### src/rtl/cam_pkg.sv
// Shared definitions for the camera capture front-end.
//   PXW     : width of a converted pixel before zero-extension to the RAM width
//   FMT_*   : runtime pixel format codes driven on the fmt input
//   state_t : capture FSM state encoding
package cam_pkg;
  localparam int PXW = 12;

  localparam logic [1:0] FMT_RGB444     = 2'd0;
  localparam logic [1:0] FMT_RGB565_444 = 2'd1;
  localparam logic [1:0] FMT_RGB565_332 = 2'd2;
  localparam logic [1:0] FMT_Y8         = 2'd3;

  typedef enum logic [2:0] {
    IDLE      = 3'd0,
    SYNC      = 3'd1,
    WAIT_LINE = 3'd2,
    BYTE1     = 3'd3,
    BYTE2     = 3'd4,
    END       = 3'd5
  } state_t;
endpackage

### src/rtl/cam_px_fmt.sv
// Combinational pixel packer: turns the two bytes of a camera pixel into a
// 12-bit pixel for the selected format.
//   b1  : first byte of the pixel (sampled while href high)
//   b2  : second byte of the pixel
//   fmt : format code (cam_pkg FMT_*)
//   px  : converted pixel, narrower formats zero-extended into the LSBs
module cam_px_fmt
  import cam_pkg::*;
(
  input  logic [7:0]     b1,
  input  logic [7:0]     b2,
  input  logic [1:0]     fmt,
  output logic [PXW-1:0] px
);
  always_comb begin
    px = '0;
    case (fmt)
      FMT_RGB444:     px = {b1[3:0], b2};
      // RGB565 -> RGB444: top 4 bits of each channel; green spans both bytes
      FMT_RGB565_444: px = {b1[7:4], b1[2:0], b2[7], b2[4:1]};
      // RGB565 -> RGB332
      FMT_RGB565_332: px = {4'b0, b1[7:5], b1[2:0], b2[4:3]};
      default:        px = {4'b0, b1};  // YUV422: Y is the first byte
    endcase
  end
endmodule

### src/rtl/cam_capture_px.sv
// Camera capture front-end. Samples the 8-bit pixel bus on CAM_pclk, pairs
// bytes into pixels, converts them to the latched format and writes them to
// the frame buffer through the dual-port RAM write port.
//   CAM_pclk, rst      : pixel clock, synchronous active-high reset
//   CAM_vsync/href     : frame sync (high between frames) / line valid
//   CAM_px_data        : pixel byte
//   cap_en, fmt        : capture enable (level), pixel format
//   DP_RAM_*           : registered write strobe/address/data, one cycle per pixel
//   frame_busy/done    : capture in progress / one-cycle end-of-frame pulse
//   frame_cnt          : completed frames (wraps)
//   line_err           : sticky line-length error, cleared at frame start
module cam_capture_px
  import cam_pkg::*;
#(
  parameter int H_PIX   = 160,
  parameter int V_LINES = 120,
  parameter int AW      = 15,
  parameter int DW      = 12
)(
  input  logic          CAM_pclk,
  input  logic          rst,
  input  logic          CAM_vsync,
  input  logic          CAM_href,
  input  logic [7:0]    CAM_px_data,
  input  logic          cap_en,
  input  logic [1:0]    fmt,
  output logic          DP_RAM_regW,
  output logic [AW-1:0] DP_RAM_addr_in,
  output logic [DW-1:0] DP_RAM_data_in,
  output logic          frame_busy,
  output logic          frame_done,
  output logic [7:0]    frame_cnt,
  output logic          line_err
);
  localparam int CW = $clog2(H_PIX + 1);
  localparam int LW = $clog2(V_LINES + 1);
  localparam logic [CW-1:0] H_MAX  = CW'(H_PIX);
  localparam logic [LW-1:0] V_MAX  = LW'(V_LINES);
  localparam logic [AW-1:0] H_STEP = AW'(H_PIX);

  state_t st, nxt;

  logic [1:0]     fmt_q;
  logic [7:0]     b1_q;
  logic [CW-1:0]  col_q;
  logic [LW-1:0]  line_q;
  logic [AW-1:0]  base_q;
  logic [PXW-1:0] px;

  // control strobes decoded from state + inputs
  logic start, cap_b1, px_in, line_end, odd_end, to_end;

  cam_px_fmt u_fmt (
    .b1  (b1_q),
    .b2  (CAM_px_data),
    .fmt (fmt_q),
    .px  (px)
  );

  // state register
  always_ff @(posedge CAM_pclk) begin
    if (rst) st <= IDLE;
    else     st <= nxt;
  end

  // next state; vsync high aborts any capture state
  always_comb begin
    nxt = st;
    case (st)
      IDLE:      if (cap_en && CAM_vsync) nxt = SYNC;
      SYNC:      if (!CAM_vsync) nxt = WAIT_LINE;
      WAIT_LINE: if (CAM_vsync) nxt = END;
                 else if (CAM_href) nxt = BYTE2;
      BYTE2:     if (CAM_vsync) nxt = END;
                 else if (CAM_href) nxt = BYTE1;
                 else nxt = WAIT_LINE;
      BYTE1:     if (CAM_vsync) nxt = END;
                 else if (CAM_href) nxt = BYTE2;
                 else nxt = WAIT_LINE;
      END:       nxt = cap_en ? SYNC : IDLE;
      default:   nxt = IDLE;
    endcase
  end

  // outputs and datapath strobes
  always_comb begin
    frame_busy = 1'b0;
    frame_done = 1'b0;
    start      = 1'b0;
    cap_b1     = 1'b0;
    px_in      = 1'b0;
    line_end   = 1'b0;
    odd_end    = 1'b0;
    to_end     = 1'b0;
    case (st)
      SYNC: start = !CAM_vsync;
      WAIT_LINE: begin
        frame_busy = 1'b1;
        if (CAM_vsync) to_end = 1'b1;
        else if (CAM_href) cap_b1 = 1'b1;
      end
      BYTE2: begin
        frame_busy = 1'b1;
        if (CAM_vsync) to_end = 1'b1;
        else if (CAM_href) px_in = 1'b1;
        else begin
          line_end = 1'b1;
          odd_end  = 1'b1;  // line ended on byte 1: partial pixel dropped
        end
      end
      BYTE1: begin
        frame_busy = 1'b1;
        if (CAM_vsync) to_end = 1'b1;
        else if (CAM_href) cap_b1 = 1'b1;
        else line_end = 1'b1;
      end
      END: frame_done = 1'b1;
      default: ;
    endcase
  end

  // Lines past V_LINES are ignored entirely: no writes and no errors.
  logic line_ok, col_ok;
  assign line_ok = (line_q < V_MAX);
  assign col_ok  = (col_q < H_MAX);

  always_ff @(posedge CAM_pclk) begin
    if (rst) begin
      fmt_q          <= '0;
      b1_q           <= '0;
      col_q          <= '0;
      line_q         <= '0;
      base_q         <= '0;
      DP_RAM_regW    <= 1'b0;
      DP_RAM_addr_in <= '0;
      DP_RAM_data_in <= '0;
      frame_cnt      <= '0;
      line_err       <= 1'b0;
    end else begin
      DP_RAM_regW <= 1'b0;
      if (start) begin
        fmt_q    <= fmt;
        line_err <= 1'b0;
        col_q    <= '0;
        line_q   <= '0;
        base_q   <= '0;
      end
      if (cap_b1) b1_q <= CAM_px_data;
      if (px_in && line_ok) begin
        if (col_ok) begin
          DP_RAM_regW    <= 1'b1;
          DP_RAM_addr_in <= base_q + AW'(col_q);
          DP_RAM_data_in <= DW'(px);
          col_q          <= col_q + 1'b1;
        end else begin
          line_err <= 1'b1;  // pixel beyond H_PIX
        end
      end
      if (line_end) begin
        col_q <= '0;
        if (line_ok) begin
          line_q <= line_q + 1'b1;
          base_q <= base_q + H_STEP;
          if (odd_end || (col_q != '0 && col_ok)) line_err <= 1'b1;
        end
      end
      if (to_end) frame_cnt <= frame_cnt + 8'd1;
    end
  end
endmodule

### config.mk
export PLATFORM = sky130hd
export DESIGN_NAME = cam_capture_px
export DESIGN_NICKNAME = d
export VERILOG_FILES = /design/src/rtl/cam_pkg.sv /design/src/rtl/cam_px_fmt.sv /design/src/rtl/cam_capture_px.sv
export SDC_FILE = /design/constraint.sdc
export NUM_CORES = 1
export LEC_CHECK = 0
export CAP_MARGIN = 20
export CORE_ASPECT_RATIO = 1.1
export CORE_UTILIZATION = 30
export DETAILED_ROUTE_END_ITERATION = 16
export HOLD_SLACK_MARGIN = 0.03
export PLACE_DENSITY_LB_ADDON = 0.15
export REMOVE_ABC_BUFFERS = 1
export SLEW_MARGIN = 20
export SYNTH_ARGS = -nofsm -noshare
export SYNTH_HDL_FRONTEND = slang
export SYNTH_SLANG_ARGS = --single-unit
export TNS_END_PERCENT = 20
### constraint.sdc
create_clock -name CAM_pclk -period 3.8 [get_ports CAM_pclk]
set_clock_uncertainty 0.1 [all_clocks]
set_input_delay 0.76 -clock CAM_pclk [delete_from_list [all_inputs] [get_ports CAM_pclk]]
set_output_delay 0.76 -clock CAM_pclk [all_outputs]
set_load 0.02 [all_outputs]
==> impl_metrics.tcl <==
set metrics [dict create \
    grt_overflow 0 \
    critPathKind "reg -> out" \
    antenna_found_initial 0 \
    finalHoldViolCount 0 \
    final_util_pct 38.2 \
    start_util_pct 30.7 \
    max_freq_mhz 338 \
    min-delay-path-class "reg -> reg" \
    whs_ns 0.353 \
    post_drt_wl_per_cell_um 13.6 \
    synth_area_sq_mm 0.00386 \
    grt_setup_unrepaired "false" \
    ys_warn_count 0 \
    place_hpwl_um 6210 \
    cp_data_arrival_time_ns 2.10 \
    grt_max_degree 32 \
    synth-seq-cells 80 \
    root_buffer "clkbuf_16" \
    fin_cells 648 \
    dpl.cell_count 632 \
    viasPerCell 4.93 \
    fill_cells 1323 \
    ys.flop_type "dfxtp_1" \
    setup_tns_ns 0 \
    via_count 3195 \
    ys_top_cells_by_count "dfxtp_1 (80), nor2_1 (63), nand2_1 (45), a21oi_1 (35), xor2_1 (23)" \
    p_leak_nw 1.71 \
    worstPathRequired_ns 2.94 \
    die_w_um 110 \
    synth_top_area_share_pct 41.4 \
    yosysTopAreaCell "dfxtp_1" \
    ir_drop_mv 0.166 \
    maxSlewViolCount 0 \
    drtPass1Iterations 5 \
    slew-limit-headroom_pct 53.1 \
    areaGrowthSynthToFinish_pct 24.5 \
    grt_pass1_wl_um 14500 \
    drive_gt1_share_pct 6.92 \
    cts_tree "done" \
    initialDrtViolationCount 112 \
    num_rows 43 \
    ant_nets 0 \
    outcome "finished, final reports clean" \
    synth.most_common_cell "dfxtp_1" \
    end_kind "output port" \
    async_flop_share_pct 0 \
    cp_max_fo 10 \
    fin_crit_sh_pct 77.9 \
    ios 54 \
    antenna-diode-count 0 \
    layout.nets 515 \
    finalWorstPathRequiredPeriod_ns 2.96 \
    numCtsBuffers 9 \
    grt_pass1_vias 3017 \
    synth_edf_count 0 \
    die_area_sq_mm 0.0133 \
    p_per_area_mw_per_mm2 376 \
    synthCells 441 \
    cts_resized 0 \
    drc_errors 0 \
    startpoint_type "register" \
    place.gp.congestion 0.770 \
    clock_sinks 80 \
    drt_wl_total_um 8810 \
    synth_seq_area_share_pct 41.4 \
    postCtsSetupRepairBufs 0 \
    max_cap_violations 0 \
    htreeDepth 3 \
    worst-slew-pin-transition_ns 0.703 \
    reg2reg_setup_slack_ns 1.15 \
    die_h_um 121 \
    avgSynthCellArea_sq_um 8.76 \
    grt_util_all_layers_pct 13.9 \
    clockBufferDepth 2 \
    synthDistinctLibCells 49 \
    clkTransAtPathRegs_ns 0.06 \
    clk_latency_ns 0.34 \
    design.core.area_sq_mm 0.0126 \
    setup_violations 0 \
    port_buffers 53 \
    synthTopCellsByArea "dfxtp_1 (41%), nor2_1 (6.1%), xor2_1 (5.2%)" \
    postCtsHoldBufs 0 \
]
[cell families after synthesis]
group | after synthesis | synth area share (%)
and+or+nand+nor | 186 | 23.6
DFF | 80 | 41.4
AOI/OAI and AO/OA | 76 | 11.8
xor gates and xnor gates | 31 | 7.02
buffers and inverters | 31 | 3.72
muxes | 23 | 7.61
adders and majority gates | 14 | 4.73
[path summary, 6_finish.rpt]
path / depth (start not counted) / startpoint / end
worst max register to register: 6 / st[2] / col_q[4]
worst max-delay path: 3 / st[2] / frame_busy
worst min-delay path: 2 / DP_RAM_data_in[5] / DP_RAM_data_in[5]
worst min register to register: 2 / DP_RAM_data_in[5] / DP_RAM_data_in[5]
[state kept, by name, indices dropped and copies added (netlist names)]
name / flops
base_q: 15
b1_q: 8
DP_RAM_data_in: 12
fmt_q: 2
line_q: 7
DP_RAM_regW: 1
st: 3
col_q: 8
frame_cnt: 8
DP_RAM_addr_in: 15
line_err: 1
[critical path: stages, from the launching register on]
cell	delay, ns
dfxtp_1	0.46
or3b_1	0.57
nand2_1	0.14
clkdlybuf4s50_1	0.60
[layout make-up]
| cell class | instances | area, sq um | area share (%) |
|---|---|---|---|
| multi-input cells | 330 | 2120 | 44.0 |
| flip-flops and latches | 80 | 1600 | 33.3 |
| repair buffers | 58 | 563 | 11.7 |
| clock buffers | 11 | 253 | 5.25 |
| well taps | 157 | 196 | 4.08 |
| clock inverters | 5 | 53.8 | 1.12 |
| inverters | 7 | 26.3 | 0.546 |
[routing by layer]
layer	vias up	global-route usage, %	wire length [um]
met3	8	2.85	350
met1	1492	17.1	4090
met4	0	5.18	118
met2	46	23.7	4250
li1	1649	-	-
met5	-	0	0
[report_power, final]
group	internal [mW]	switching [mW]	leakage, nW
clock network	0.543	0.342	0.156
registers	0.842	0.00665	0.644
logic	0.0340	0.0395	0.905
total	1.42	0.389	1.71
[cell usage in the layout (no fill, tap or decap), types with 2 or more instances in the layout]
master,synthesis,final
ha_1,13,13
nor2_1,63,63
and4_1,4,4
and2_1,5,5
nand2_1,45,45
or3_1,5,5
inv_1,7,7
nor3_1,13,13
nand2b_1,5,5
nand4_1,11,11
clkbuf_8,0,2
clkdlybuf4s50_1,0,52
a21o_1,2,2
nand4b_1,2,2
mux4_2,5,5
dfxtp_1,80,80
o211ai_1,3,3
buf_4,1,5
clkinv_2,0,3
clkbuf_16,0,9
nand3_1,11,11
nand3b_1,3,3
o22ai_1,3,3
mux2i_1,17,17
or4_1,3,3
a211oi_1,12,12
o21ai_0,11,11
and3_1,6,6
xnor2_1,8,8
or2_2,3,3
a31oi_1,2,2
a21oi_1,35,35
xor2_1,23,23
[per-stage QoR]
stage	setup slack (ns)	total power, mW	cell area (sq um)
CTS	0.826	1.83	4810
floorplan	0.940	0.900	3750
detailed placement	0.742	0.942	4510
global route	0.741	1.88	4810
finish	0.839	1.81	4810
global placement	0.797	0.942	4510
Note: power is estimated with default switching activity, not from simulation.
